<file path="src/rtl/sram_init_engine.sv">
// SRAM initialisation sequencer: after a re-key, fills every word with LFSR data
// through a req/gnt write port, and aborts permanently on escalation.
`timescale 1ns/1ps
module sram_init_engine #(
  parameter int          DataWidth = 39,
  parameter int          MemDepth  = 1024,
  parameter int          AddrWidth = $clog2(MemDepth),
  parameter logic [63:0] LfsrSeed  = 64'hA5C3_0F1E_9B27_6D48
) (
  input  logic                 clk_i,
  input  logic                 rst_ni,
  input  logic                 init_req_i,
  input  logic                 key_valid_i,
  input  logic [63:0]          seed_i,
  input  logic                 escalate_i,
  output logic                 mem_req_o,
  input  logic                 mem_gnt_i,
  output logic                 mem_we_o,
  output logic [AddrWidth-1:0] mem_addr_o,
  output logic [DataWidth-1:0] mem_wdata_o,
  output logic                 init_busy_o,
  output logic                 init_done_o,
  output logic                 error_o
);

  localparam logic [1:0] StIdle  = 2'd0;
  localparam logic [1:0] StInit  = 2'd1;
  localparam logic [1:0] StDone  = 2'd2;
  localparam logic [1:0] StError = 2'd3;

  logic [1:0]           state_q, state_d;
  logic [AddrWidth-1:0] addr_q, addr_d;
  logic [63:0]          lfsr_q, lfsr_d;
  logic [63:0]          lfsr_step;
  logic                 last_addr;

  assign lfsr_step = {lfsr_q[62:0], lfsr_q[63] ^ lfsr_q[62] ^ lfsr_q[60] ^ lfsr_q[59]};
  assign last_addr = (addr_q == AddrWidth'(MemDepth - 1));

  always_comb begin
    state_d = state_q;
    addr_d  = addr_q;
    lfsr_d  = lfsr_q;
    // Escalation overrides every other transition, including the final grant.
    if (escalate_i) begin
      state_d = StError;
    end else begin
      case (state_q)
        StIdle, StDone: begin
          if (init_req_i && key_valid_i) begin
            state_d = StInit;
            addr_d  = '0;
            lfsr_d  = (seed_i == 64'd0) ? LfsrSeed : seed_i;
          end
        end
        StInit: begin
          if (mem_gnt_i) lfsr_d = lfsr_step;
          if (!key_valid_i) begin
            state_d = StIdle;
            addr_d  = '0;
          end else if (mem_gnt_i) begin
            if (last_addr) state_d = StDone;
            else           addr_d  = addr_q + AddrWidth'(1);
          end
        end
        default: state_d = StError;
      endcase
    end
  end

  always_ff @(posedge clk_i) begin
    if (!rst_ni) begin
      state_q <= StIdle;
      addr_q  <= '0;
      lfsr_q  <= LfsrSeed;
    end else begin
      state_q <= state_d;
      addr_q  <= addr_d;
      lfsr_q  <= lfsr_d;
    end
  end

  assign init_busy_o = (state_q == StInit);
  assign init_done_o = (state_q == StDone);
  assign error_o     = (state_q == StError);
  assign mem_req_o   = init_busy_o & ~escalate_i;
  assign mem_we_o    = mem_req_o;
  // Address/data are only meaningful while writing; keep the bus quiet otherwise.
  assign mem_addr_o  = init_busy_o ? addr_q : '0;
  assign mem_wdata_o = init_busy_o ? lfsr_q[DataWidth-1:0] : '0;

endmodule

</file>
<file path="config.mk">
export PLATFORM = sky130hd
export DESIGN_NAME = sram_init_engine
export DESIGN_NICKNAME = d
export VERILOG_FILES = /design/src/rtl/sram_init_engine.sv
export SDC_FILE = /design/constraint.sdc
export NUM_CORES = 1
export LEC_CHECK = 0
export CAP_MARGIN = 10
export CELL_PAD_IN_SITES_DETAIL_PLACEMENT = 0
export CELL_PAD_IN_SITES_GLOBAL_PLACEMENT = 1
export CORE_MARGIN = 2
export CORE_UTILIZATION = 35
export CTS_CLUSTER_DIAMETER = 60
export DETAILED_ROUTE_END_ITERATION = 6
export GPL_ROUTABILITY_DRIVEN = 0
export PLACE_DENSITY = 0.94
export SETUP_SLACK_MARGIN = 0.1
export SLEW_MARGIN = 30
export SYNTH_ARGS = -nofsm -noshare
export SYNTH_HDL_FRONTEND = slang
export SYNTH_SLANG_ARGS = --single-unit
</file>
<file path="constraint.sdc">
create_clock -name clk_i -period 3.1 [get_ports clk_i]
set_clock_uncertainty 0.15 [all_clocks]
set_input_delay 0.775 -clock clk_i [delete_from_list [all_inputs] [get_ports clk_i]]
set_output_delay 0.775 -clock clk_i [all_outputs]
set_load 0.005 [all_outputs]
</file>
# Yosys cells after proc, flatten, opt, wreduce, memory -nomap -nowiden
# Index checks and enable logic that the tools add are counted.
[totals]
regBits = 76
in_bits = 70
output_inout_bits = 54
elab_cells = 45
[classes]
add_sub_neg = 1
eq_ne = 11
n_mux = 17
bitwise = 5
reduce_logical = 8
[ops]
columns = ["op", "count"]
rows = [
  ["$mux W64", 3],
  ["$pmux W64 S2", 1],
  ["$logic_not A64 Y1", 1],
  ["$mux W10", 5],
  ["$mux W39", 1],
  ["$pmux W10 S2", 1],
  ["$add A10 B1 Y10 const B", 1],
  ["$eq A10 B10 Y1 const B", 1],
  ["$mux W2", 5],
  ["$ne A3 B3 Y1 const B", 3],
  ["$reduce_and A5 Y1", 1],
  ["$eq A2 B2 Y1 const B", 2],
  ["$ne A2 B2 Y1 const B", 2],
  ["$ne A4 B3 Y1 const B", 1],
  ["$ne A4 B4 Y1 const B", 1],
  ["$pmux W2 S2", 1],
  ["$reduce_and A4 Y1", 1],
  ["$reduce_and A3 Y1", 1],
  ["$xor A1 B1 Y1", 3],
  ["$eq A2 B1 Y1 const B", 1],
  ["$logic_not A2 Y1", 1],
  ["$reduce_bool A2 Y1", 1],
  ["$reduce_or A2 Y1", 1],
  ["$and A1 B1 Y1", 1],
  ["other kinds (2)", 2],
]

# Longest topological paths before layout
[depth]
depth_word = 6
ltp_mapped = 9
mapped_depth_nobuf = 5

# Worst setup path before layout
# No wires, ideal clock.
[synth_path]
kind = "register -> output"
from = "register state_q[1]"
to = "output mem_we_o"
t_arrival_ns = 1.415
required_time_ns = 2.175
setup_slack_ns = 0.760
stages_incl_launch_ff = 7
n_path_buf = 4
path_cell_list = "dfxtp_1 nand2b_1 buf_2 clkbuf_1 buf_1 nor2_1 buf_4"
[synth_between]
elab_chain_len = 2
[synth_lines]
columns = ["item", "line", "rtl"]
rows = [
  ["start: declaration", "31", "logic [1:0] state_q, state_d;"],
  ["start signal: assignment", "73", "state_q <= StIdle;"],
  ["start signal: assignment", "77", "state_q <= state_d;"],
  ["$eq A2 B1 Y1", "83", "assign init_busy_o = (state_q == StInit);"],
  ["$and A1 B1 Y1", "86", "assign mem_req_o = init_busy_o & ~escalate_i;"],
  ["end: declaration", "18", "output logic mem_we_o,"],
]
# Every way passes these cells.

# Worst setup path in the final report
[layout_path]
from = "register state_q[1]"
to = "output mem_wdata_o[17]"
[layout_between]
elab_chain_len = 2
[layout_lines]
columns = ["item", "line", "rtl"]
rows = [
  ["$eq A2 B1 Y1", "83", ""],
  ["$mux W39", "90", "assign mem_wdata_o = init_busy_o ? lfsr_q[DataWidth-1:0] : '0;"],
  ["end: declaration", "20", "output logic [DataWidth-1:0] mem_wdata_o,"],
]
# Every way passes these cells.

==> run_results.csv <==
group,metric,value,unit
placement,hpwl,9600,um
timing,drv_slew,0,
clock_network,cts.clk_slew.worst_paths,60,ps
global_route,antenna_found_initial,0,
clock_network,cts_sinks,76,
global_route,first_global_vias,4478,
drt,wire_per_inst,15.6,um
final_layout,nets,786,
final_layout,syn2layout_area_growth,39.6,%
final_layout,fillerInstances,1250,
synthesis,synth_top_area_share,33.9,%
pwr,power.leakage,2.64,nW
critical_path,start_kind,"register",
global_route,grt_pass1_wl,21800,um
pwr,p_total,2.85,mW
critical_path,cpPeakStageDelay,470,ps
timing,finalCritPeriodShare,93.8,%
drt,firstDrtPassIters,5,
placement,port_buffers,123,
flow_run,maxCapViolations,0,
synthesis,syn_area_per_cell,7.39,um^2
clock_network,cts_tree,"built",
drt,ant_nets,0,
die,die_h,117,um
synthesis,synth.area.top_cells,"dfxtp_1, nand2_1, a311oi_1",
timing,hold_viol,0,
critical_path,worstSetupPathType,"reg2out",
critical_path,cp-end-kind,"output pin",
final_layout,fin_util,49.9,%
synthesis,ys_seq_area_share,33.9,%
drt,drtIter0Drc,337,
global_route,grt_overflow_total,0,
clock_network,insertion_delay,330,ps
die,core_area,0.0126,mm^2
critical_path,cp_data_required_time,2170,ps
clock_network,cts_htree_levels,3,
critical_path,reg2reg_to,"addr_q[9]",
synthesis,synth.distinct_cells,48,
global_route,grt_max_degree,70,
clock_network,cts_root_buf,"clkbuf_16",
die,dieArea,0.0138,mm^2
timing,setup_tns,0,ps
global_route,grt_util_all_layers,19.9,%
die,die_w,117,um
synthesis,syn_area,0.00449,mm^2
final_layout,diodes,0,
placement,post_dp_cell_area,0.00592,mm^2
drt,drc_errors,0,
critical_path,cp-endpoint,"mem_wdata_o[17]",
pwr,power_density,454,mW/mm^2
synthesis,ys_ff_latch,76,
critical_path,critPathArrivalTime,1980,ps
timing,tightestPinTransition,514,ps
critical_path,r2r_start,"state_q[1]",
critical_path,startpoint,"state_q[1]",
final_layout,postLayoutCellArea,0.00627,mm^2
timing,min_period,2910,ps
synthesis,synth_edf_count,0,
die,std_cell_rows,41,
final_layout,drive_gt1_share,11.7,%
timing,clock.fmax,344,MHz
hold_path,hold_class,"reg2reg",
synthesis,synthFlopType,"dfxtp_1",
synthesis,yosysWarnings,0,
pwr,vdd_drop_max,0.214,mV
critical_path,critPathSlowestCell,"clkdlybuf4s50_1",
drt,viasPerCell,5.33,
synthesis,synth_fp_nets,679,
timing,finalSetupViolCount,0,
drt,num_vias,4753,
clock_network,clk_path_buf_depth,2,
critical_path,path_cells,"nand2b_2, buf_4, nor2_1, clkdlybuf4s50_1",
critical_path,reg2reg_slack,1170,ps
critical_path,critPathMaxFanout,43,
timing,rsz0062_at_grt,"yes",
synthesis,netlist_instances,608,
outcome,status,"complete, no violations",
critical_path,reg2reg_depth,5,
timing,slew_headroom,65.7,%
die,ios,124,
synthesis,async_flop_share,0,%
clock_network,cts_made_buffers,9,
die,start_util,35.7,%
synthesis,yosys.area.top_type,"dfxtp_1",
drt,totalWireLength,13900,um
## cells by family (layout without fill, tap and decap cells)
kind of cell / Yosys count / after routing / synth area share [%]
compound gates: 149 / 149 / 24.7
xor+xnor: 3 / 3 / 0.585
fa+ha+maj: 1 / 1 / 0.279
buf+inv: 109 / 221 / 11.1
flops: 76 / 76 / 33.9
mux: 1 / 1 / 0.223
simple gates: 269 / 269 / 29.2
## cells in the mapped netlist (all sizes together) (2+ instances only)
library cell  instances
o22ai                 2
o21ai                 2
inv                  55
dfxtp                76
a21oi                64
nor4bb                2
nand2b               20
buf                  35
nand3                 9
nor2b                 2
xnor2                 2
a31oi                 2
and2                 24
nor3                 33
or2                   2
a311oi               31
nand4                11
nor2                 46
or3                   2
o211ai                6
clkbuf               19
nand2                92
nor4                 16
o31ai                34
and3                  2
or4                   4
## cell type report
| type | instances | area, um^2 | area share (%) |
|---|---|---|---|
| multi-input cells | 423 | 2510 | 40.0 |
| flip-flops and latches | 76 | 1520 | 24.3 |
| repair buffers | 150 | 1500 | 24.0 |
| clock buffers | 11 | 253 | 4.03 |
| well taps | 172 | 215 | 3.43 |
| inverters | 55 | 208 | 3.31 |
| clock inverters | 5 | 58.8 | 0.938 |
## metrics by stage
stage	instances	hold slack (ps)	worst slack, ps
2_1_floorplan	608	299	760
3_3_place_gp	875	308	-132
3_5_place_dp	875	322	-164
4_1_cts	891	330	108
5_1_grt	892	360	60.7
6_report	892	333	192
## registers in the layout (all words and copies together), names as in the netlist
| signal | count |
|---|---|
| lfsr_q | 64 |
| addr_q | 10 |
| state_q | 2 |
## cell usage in the layout (no fill, tap or decap), types with 6 or more instances in the layout
| cell type | count |
|---|---|
| nor4_1 | 14 |
| nor2_1 | 46 |
| a21oi_2 | 30 |
| nand2b_1 | 19 |
| clkdlybuf4s50_1 | 122 |
| nor3_1 | 33 |
| and2_1 | 24 |
| dfxtp_1 | 75 |
| o211ai_1 | 6 |
| o31ai_1 | 34 |
| a311oi_1 | 31 |
| inv_1 | 54 |
| nand2_1 | 92 |
| nand3_1 | 9 |
| clkbuf_16 | 10 |
| buf_4 | 22 |
| a21oi_1 | 34 |
| nand4_1 | 11 |
## power breakdown
| part | internal, mW | switching (mW) |
|---|---|---|
| clock | 0.669 | 0.417 |
| sequential | 1.07 | 0.0462 |
| combinational | 0.314 | 0.332 |
| total | 2.05 | 0.795 |
## worst max-delay path: cells and delay by family, from the launching register on
family        cells  cell delay, ps
buf+inv           2             900
flops             1             430
simple gates      2             290
## metal layers
| metal | part of all wire [%] | global-route usage [%] | routed length, um |
|---|---|---|---|
| met1 | 43 | 26.0 | 6040 |
| met2 | 49 | 33.9 | 6790 |
| met4 | 1.2 | 6.20 | 162 |
| met5 | 0 | 0 | 0 |
| met3 | 6.6 | 2.94 | 921 |
## worst min-delay path by stage
stage,from,endpoint,depth (start not counted),slack [ps]
floorplan,lfsr_q[0],lfsr_q[0],2,300
global placement,lfsr_q[0],lfsr_q[0],2,310
detailed placement,lfsr_q[0],lfsr_q[0],2,320
CTS,lfsr_q[0],lfsr_q[0],2,330
global route,lfsr_q[0],lfsr_q[0],2,360
finish,lfsr_q[0],lfsr_q[0],2,330
## repair_timing
action,4_1_cts,5_1_grt
gates resized for setup,0,3
setup endpoints to repair,0,34
hold buffers,0,0
buffers inserted,0,0
(Power assumes the default switching activity.)
